**src/rtl/prog_loader_if.sv**
```systemverilog
// Program-loader bus: byte-stream load handshake, CPU fetch port and status flags.
interface prog_loader_if;
    logic       ld_start;
    logic       ld_valid;
    logic [7:0] ld_data;
    logic       ld_ready;
    logic [3:0] adr;
    logic [7:0] dout;
    logic       cpu_run;
    logic       loading;
    logic       ld_done;
    logic       ld_err;

    modport master (
        output ld_start, ld_valid, ld_data, adr,
        input  ld_ready, dout, cpu_run, loading, ld_done, ld_err
    );

    modport slave (
        input  ld_start, ld_valid, ld_data, adr,
        output ld_ready, dout, cpu_run, loading, ld_done, ld_err
    );
endinterface

```
**src/rtl/prog_loader.sv**
```systemverilog
// 16-byte program store filled from a byte stream with optional trailing
// checksum; gates cpu_run until a complete, verified image is present.
module prog_loader #(
    parameter bit CHK_EN = 1'b1
) (
    input  logic          clk,
    input  logic          rst_n,
    prog_loader_if.slave  bus
);

    typedef enum logic [2:0] {IDLE, LOAD, CHECK, RUN, ERR} state_t;

    state_t     state, state_nxt;
    logic [3:0] wptr;
    logic [7:0] sum;
    logic [7:0] mem [16];
    logic       accept_st;
    logic       xfer;
    logic       wr_en;
    logic       restart;
    logic       done_nxt;
    logic       cpu_run_p1;
    logic       ld_done_p1;
    logic       ld_err_p1;

    function automatic logic [7:0] add_mod256(input logic [7:0] a, input logic [7:0] b);
        return a + b;
    endfunction

    assign accept_st   = (state == LOAD) || (state == CHECK);
    assign bus.ld_ready = accept_st;
    assign bus.loading  = accept_st;
    assign bus.dout     = mem[bus.adr];
    assign bus.cpu_run  = cpu_run_p1;
    assign bus.ld_done  = ld_done_p1;
    assign bus.ld_err   = ld_err_p1;
    assign xfer         = bus.ld_valid & accept_st;

    // ld_start outranks any transfer in the same cycle, so that byte is dropped.
    always_comb begin
        state_nxt = state;
        wr_en     = 1'b0;
        restart   = 1'b0;
        done_nxt  = 1'b0;
        if (bus.ld_start) begin
            restart   = 1'b1;
            state_nxt = LOAD;
        end else begin
            case (state)
                LOAD: begin
                    if (xfer) begin
                        wr_en = 1'b1;
                        if (wptr == 4'd15) begin
                            if (CHK_EN) begin
                                state_nxt = CHECK;
                            end else begin
                                state_nxt = RUN;
                                done_nxt  = 1'b1;
                            end
                        end
                    end
                end
                CHECK: begin
                    if (xfer) begin
                        if (add_mod256(sum, bus.ld_data) == 8'h00) begin
                            state_nxt = RUN;
                            done_nxt  = 1'b1;
                        end else begin
                            state_nxt = ERR;
                        end
                    end
                end
                default: ;
            endcase
        end
    end

    // Stage p1: status flags registered from the next state so they never glitch.
    always_ff @(posedge clk or negedge rst_n) begin
        if (!rst_n) begin
            state      <= IDLE;
            cpu_run_p1 <= 1'b0;
            ld_done_p1 <= 1'b0;
            ld_err_p1  <= 1'b0;
        end else begin
            state      <= state_nxt;
            cpu_run_p1 <= (state_nxt == RUN);
            ld_done_p1 <= done_nxt;
            ld_err_p1  <= (state_nxt == ERR);
        end
    end

    // The pointer wraps 15->0 only on the transfer that leaves LOAD.
    always_ff @(posedge clk or negedge rst_n) begin
        if (!rst_n) begin
            wptr <= 4'd0;
            sum  <= 8'h00;
            for (int i = 0; i < 16; i++) begin
                mem[i] <= 8'h00;
            end
        end else if (restart) begin
            wptr <= 4'd0;
            sum  <= 8'h00;
        end else if (wr_en) begin
            mem[wptr] <= bus.ld_data;
            sum       <= add_mod256(sum, bus.ld_data);
            wptr      <= wptr + 4'd1;
        end
    end

endmodule

```
**src/flat_wrapper.sv**
```systemverilog
// flat-port wrapper written by rule: the top's interface ports become plain ports
module prog_loader_flat 
#(
    parameter bit CHK_EN = 1'b1
)
  (clk, rst_n, bus_ld_start, bus_ld_valid, bus_ld_data, bus_adr, bus_ld_ready, bus_dout, bus_cpu_run, bus_loading, bus_ld_done, bus_ld_err);
  prog_loader_if bus_i ();
  input  logic clk;
  input  logic rst_n;
  input wire logic [$bits(bus_i.ld_start)-1:0] bus_ld_start;
  input wire logic [$bits(bus_i.ld_valid)-1:0] bus_ld_valid;
  input wire logic [$bits(bus_i.ld_data)-1:0] bus_ld_data;
  input wire logic [$bits(bus_i.adr)-1:0] bus_adr;
  output wire logic [$bits(bus_i.ld_ready)-1:0] bus_ld_ready;
  output wire logic [$bits(bus_i.dout)-1:0] bus_dout;
  output wire logic [$bits(bus_i.cpu_run)-1:0] bus_cpu_run;
  output wire logic [$bits(bus_i.loading)-1:0] bus_loading;
  output wire logic [$bits(bus_i.ld_done)-1:0] bus_ld_done;
  output wire logic [$bits(bus_i.ld_err)-1:0] bus_ld_err;
  assign bus_i.ld_start = bus_ld_start;
  assign bus_i.ld_valid = bus_ld_valid;
  assign bus_i.ld_data = bus_ld_data;
  assign bus_i.adr = bus_adr;
  assign bus_ld_ready = bus_i.ld_ready;
  assign bus_dout = bus_i.dout;
  assign bus_cpu_run = bus_i.cpu_run;
  assign bus_loading = bus_i.loading;
  assign bus_ld_done = bus_i.ld_done;
  assign bus_ld_err = bus_i.ld_err;
  prog_loader #(.CHK_EN(CHK_EN)) u_core (.clk(clk), .rst_n(rst_n), .bus(bus_i));
endmodule
```
**config.mk**
```make
export PLATFORM = sky130hd
export DESIGN_NAME = prog_loader_flat
export DESIGN_NICKNAME = d
export VERILOG_FILES = /design/src/rtl/prog_loader_if.sv /design/src/rtl/prog_loader.sv /design/src/flat_wrapper.sv
export SDC_FILE = /design/constraint.sdc
export NUM_CORES = 1
export LEC_CHECK = 0
export BUFFER_PORTS_ARGS = -buffer_cell sky130_fd_sc_hd__buf_4
export CAP_MARGIN = 20
export CORE_MARGIN = 2
export CORE_UTILIZATION = 50
export DETAILED_ROUTE_END_ITERATION = 10
export PLACE_DENSITY = 0.67
export SYNTH_ARGS = -nofsm -noshare
export SYNTH_HDL_FRONTEND = slang
export SYNTH_SLANG_ARGS = --single-unit
```
**constraint.sdc**
```tcl
create_clock -name clk -period 8.5 [get_ports clk]
set_input_delay 1.7 -clock clk [delete_from_list [all_inputs] [get_ports clk]]
set_output_delay 1.7 -clock clk [all_outputs]
set_load 0.02 [all_outputs]
```
# Yosys cells after proc, flatten, opt, wreduce, memory -nomap -nowiden
# Index checks and enable logic that the tools add are counted.
# totals
register_bits,146
latch_bits,0
ramBits,0
mem_bits_ro,0
in_bits,16
out_inout_bits,13
word_cells,65
mem_count,0
# op_classes
addsub,2
n_mul,0
div_mod_pow,0
order_cmp,3
eq_ne,5
n_shift,0
n_mux,24
n_bitwise,4
reduce_logical,5
# ops
op,count
$bwmux W128,1
$mux W8,5
$bmux W8 S4,1
$demux W8 S4,1
$mux W3,5
$ge A5 B5 Y1 const B,2
$not A4 Y5,2
$add A8 B8 Y8,1
$logic_not A8 Y1,1
$mux W1,8
$mux W4,2
$eq A3 B2 Y1 const B,2
$pmux W3 S2,1
$lt A5 B1 Y1 const B,1
$add A4 B1 Y4 const B,1
$eq A4 B4 Y1 const B,1
$eq A3 B1 Y1 const B,1
$eq A3 B3 Y1 const B,1
$reduce_and A2 Y1,1
$reduce_bool A2 Y1,1
$and A1 B1 Y1,1
$logic_and A1 B1 Y1,1
$logic_or A1 B1 Y1,1
$not A1 Y1,1

# Depth between registers and ports, before layout
# logic_depth
word_depth,8
mapped_depth,8
ltp_nobuf,8

# Worst setup path after synthesis
# OpenSTA, ideal clock, no wires.
# synth_timing
kind,in2out
start,input port bus_adr[0]
end,output port bus_dout[0]
t_arrival_ps,3282
t_required_ps,6800
path_slack_ps,3518
cell_stages,4
n_path_buf,2
path_cell_list,clkbuf_1 > buf_2 > mux4_2 > mux4_2
# synth_via
elab_chain_cells,4
# synth_rtl
item,line,text
"start, declared",flat_wrapper.sv:13,input wire logic [$bits(bus_i.adr)-1:0] bus_adr;
$not A4 Y5 (not written as such),prog_loader.sv:33,assign bus.dout = mem[bus.adr];
$bmux W8 S4,prog_loader.sv:33,
$mux W8 (not written as such) (2 in a row),prog_loader.sv:33,
"end, declared",flat_wrapper.sv:15,output wire logic [$bits(bus_i.dout)-1:0] bus_dout;
# Every way passes these cells. The select of a mux whose other input is x is not followed.

# Worst setup path in the final report
# layout_timing
start,input port bus_adr[0]
end,output port bus_dout[5]
# Same word-level chain as after synthesis.

==> impl_metrics.env <==
export IMPL_postCtsSetupBuffers=0
export IMPL_slowest_delay_ns=0.60
export IMPL_fillers=1073
export IMPL_clockRootBuffer="clkbuf_16"
export IMPL_postRouteAntennaNets=0
export IMPL_yosysWarnings=0
export IMPL_period_needed_ns=5.21
export IMPL_maxCapViolations=0
export IMPL_status="finished, final reports clean"
export IMPL_critPathRequiredTime_ns=6.80
export IMPL_cts_hold_buf=0
export IMPL_antenna_found_initial=0
export IMPL_rows=43
export IMPL_start_kind="input pin"
export IMPL_crit_family="multiplexers"
export IMPL_syn2layout_area_growth_pct=14.6
export IMPL_hold_violations=0
export IMPL_ys_flop_type="dfrtp_1"
export IMPL_postCtsResizedCells=0
export IMPL_ys_ff_latch=146
export IMPL_drt_iter0_markers=359
export IMPL_viasPerCell=5.95
export IMPL_io_buffers=28
export IMPL_worst_path_buf_inv=2
export IMPL_die_h_um=122
export IMPL_async_flop_share_pct=100
export IMPL_power_mw=1.82
export IMPL_tns_ns=0
export IMPL_ioPinCount=29
export IMPL_final_net_count=515
export IMPL_wl_um=15300
export IMPL_core_area_mm2=0.0137
export IMPL_synth_area_per_cell_um2=14.9
export IMPL_synth_edf_count=0
export IMPL_synthCells=466
export IMPL_critPathMaxFanout=32
export IMPL_worstPathArrival_ns=3.51
export IMPL_hp_class="register to register"
export IMPL_clockBufferDepth=2
export IMPL_fin_crit_sh_pct=61.3
export IMPL_slowest_stage="mux4_2"
export IMPL_antenna_cells=0
export IMPL_grt_use_total_pct=22.6
export IMPL_place_hpwl_um=9560
export IMPL_clock_latency_ns=0.42
export IMPL_cts_buffers=17
export IMPL_grt_overflow=0
export IMPL_route_detailed_drc=0
export IMPL_max_freq_mhz=192
export IMPL_powerDensity_mw_per_mm2=229
export IMPL_die_w_um=122
export IMPL_syn_area_mm2=0.00694
export IMPL_grt_setup_unrepaired="false"
export IMPL_leakage_nw=3.74
export IMPL_vias=4048
export IMPL_cts_tree="built"
export IMPL_max_slew_margin_pct=23.3
export IMPL_syn_nets=494
export IMPL_path_cells="buf_4, mux4_2, mux4_2, buf_4"
export IMPL_htree_num_levels=4
export IMPL_ys_seq_area_share_pct=52.7
export IMPL_final_layout_size_suffix_gt1_share_pct=46.8
export IMPL_synth_distinct_cells=44
export IMPL_grt_max_degree=87
export IMPL_critPathCaptureType="output port"
export IMPL_wl_per_cell_um=22.4
export IMPL_critical_path_class="input pin to output port"
export IMPL_cts_sinks=146
export IMPL_first_pass_iters=6
export IMPL_finClkSkew_ns=0.00531
export IMPL_irDropWorstVdd_uv=124
export IMPL_die_area_mm2=0.0148
export IMPL_start_util_pct=50.6
export IMPL_drv_slew=0
export IMPL_grt_pass1_wl_um=24500
export IMPL_tightestPinTransition_ns=1.14
export IMPL_clk_pin_slew_ns=0.06
export IMPL_place_congestion=0.755
export IMPL_grt_pass1_vias=4384
export IMPL_setup_viol=0
placed cells by master (no fill, tap or decap), types with 3 or more instances in the layout:
cell type / count
dfrtp_1: 146
mux2_2: 124
mux4_2: 40
nand2_1: 33
buf_4: 29
nor2_1: 20
clkbuf_16: 17
ha_1: 11
a21oi_1: 10
xor2_1: 6
bufinv_16: 6
inv_1: 4
xnor2_1: 4
mux2_1: 4
and4_1: 3
clkinv_2: 3
clkbuf_8: 3
synthesized netlist by cell type (all sizes together), types with 3 or more instances:
library cell	number	area (um^2)
ha	11	138
nor2	20	75.1
nand2	33	124
clkbuf	18	67.6
a21oi	11	58.8
dfrtp	146	3650
a211oi	3	27.5
buf	10	48.8
nor4b	3	38.8
xnor2	4	35.0
mux4	40	901
inv	4	15.0
o21ai	3	15.0
xor2	6	52.6
nor3	4	30.0
and4	3	26.3
mux2	128	1440
state kept, by name, indices dropped and copies added (netlist names):
| name | cells |
|---|---|
| u_core.state | 3 |
| u_core.sum | 8 |
| u_core.mem | 128 |
| u_core.wptr | 4 |
| u_core.bus.ld_done | 1 |
| u_core.bus.cpu_run | 1 |
| u_core.bus.ld_err | 1 |
through the flow:
step                setup WS, ns  instances  utilization (%)  cell area [um^2]  hold WS [ns]
floorplan                   3.52        466                -              6940         0.459
global placement            3.28        648             53.0              7280         0.470
detailed placement          3.25        648             53.0              7280         0.481
CTS                         3.25        680             58.0              7950         0.494
global route                3.18        680             58.0              7950         0.506
finish                      3.29        680             58.0              7950         0.492
kinds of logic (layout without fill, tap and decap cells):
kind of cell | after synthesis | after routing | share of synthesized area [%]
adders and majority gates | 12 | 12 | 2.27
AOI/OAI and AO/OA | 25 | 25 | 2.89
muxes | 168 | 168 | 33.8
xor gates and xnor gates | 10 | 10 | 1.26
buffers and inverters | 32 | 66 | 1.89
and+or+nand+nor | 73 | 73 | 5.27
DFF | 146 | 146 | 52.7
per-layer routing:
metal	vias to the layer above	routed length, um	global-route usage, %
met5	-	0	0
met2	79	7490	36.5
met4	0	400	9.20
li1	1779	-	-
met1	2162	6860	30.2
met3	28	505	4.45
where the power goes:
group	switching, mW	internal (mW)
clock	0.279	0.572
combinational	0.0930	0.0994
sequential	0.0285	0.750
total	0.400	1.42
area by class of cell:
cell class              instances  area [um^2]  area share (%)
well taps                     180          225            2.83
clock inverters                10          203            2.55
clock buffers                  22          474            5.96
repair buffers                 30          229            2.88
multi-input cells             288         3150            39.6
flip-flops and latches        146         3650            45.9
inverters                       4         15.0           0.189
final timing paths:
kind                                       from               to  slack, ns  cells after the start
worst max-delay path                 bus_adr[0]      bus_dout[5]       3.29                      4
worst min-delay path             u_core.mem[55]   u_core.mem[55]       0.49                      1
worst max register to register  u_core.state[2]  u_core.mem[113]       5.54                      5
worst min register to register   u_core.mem[55]   u_core.mem[55]       0.49                      1
max in group asynchronous                 rst_n   u_core.mem[38]       5.84                      2
min in group asynchronous                 rst_n   u_core.mem[31]       1.34                      1
No activity file was read; power rests on OpenSTA's default activity.
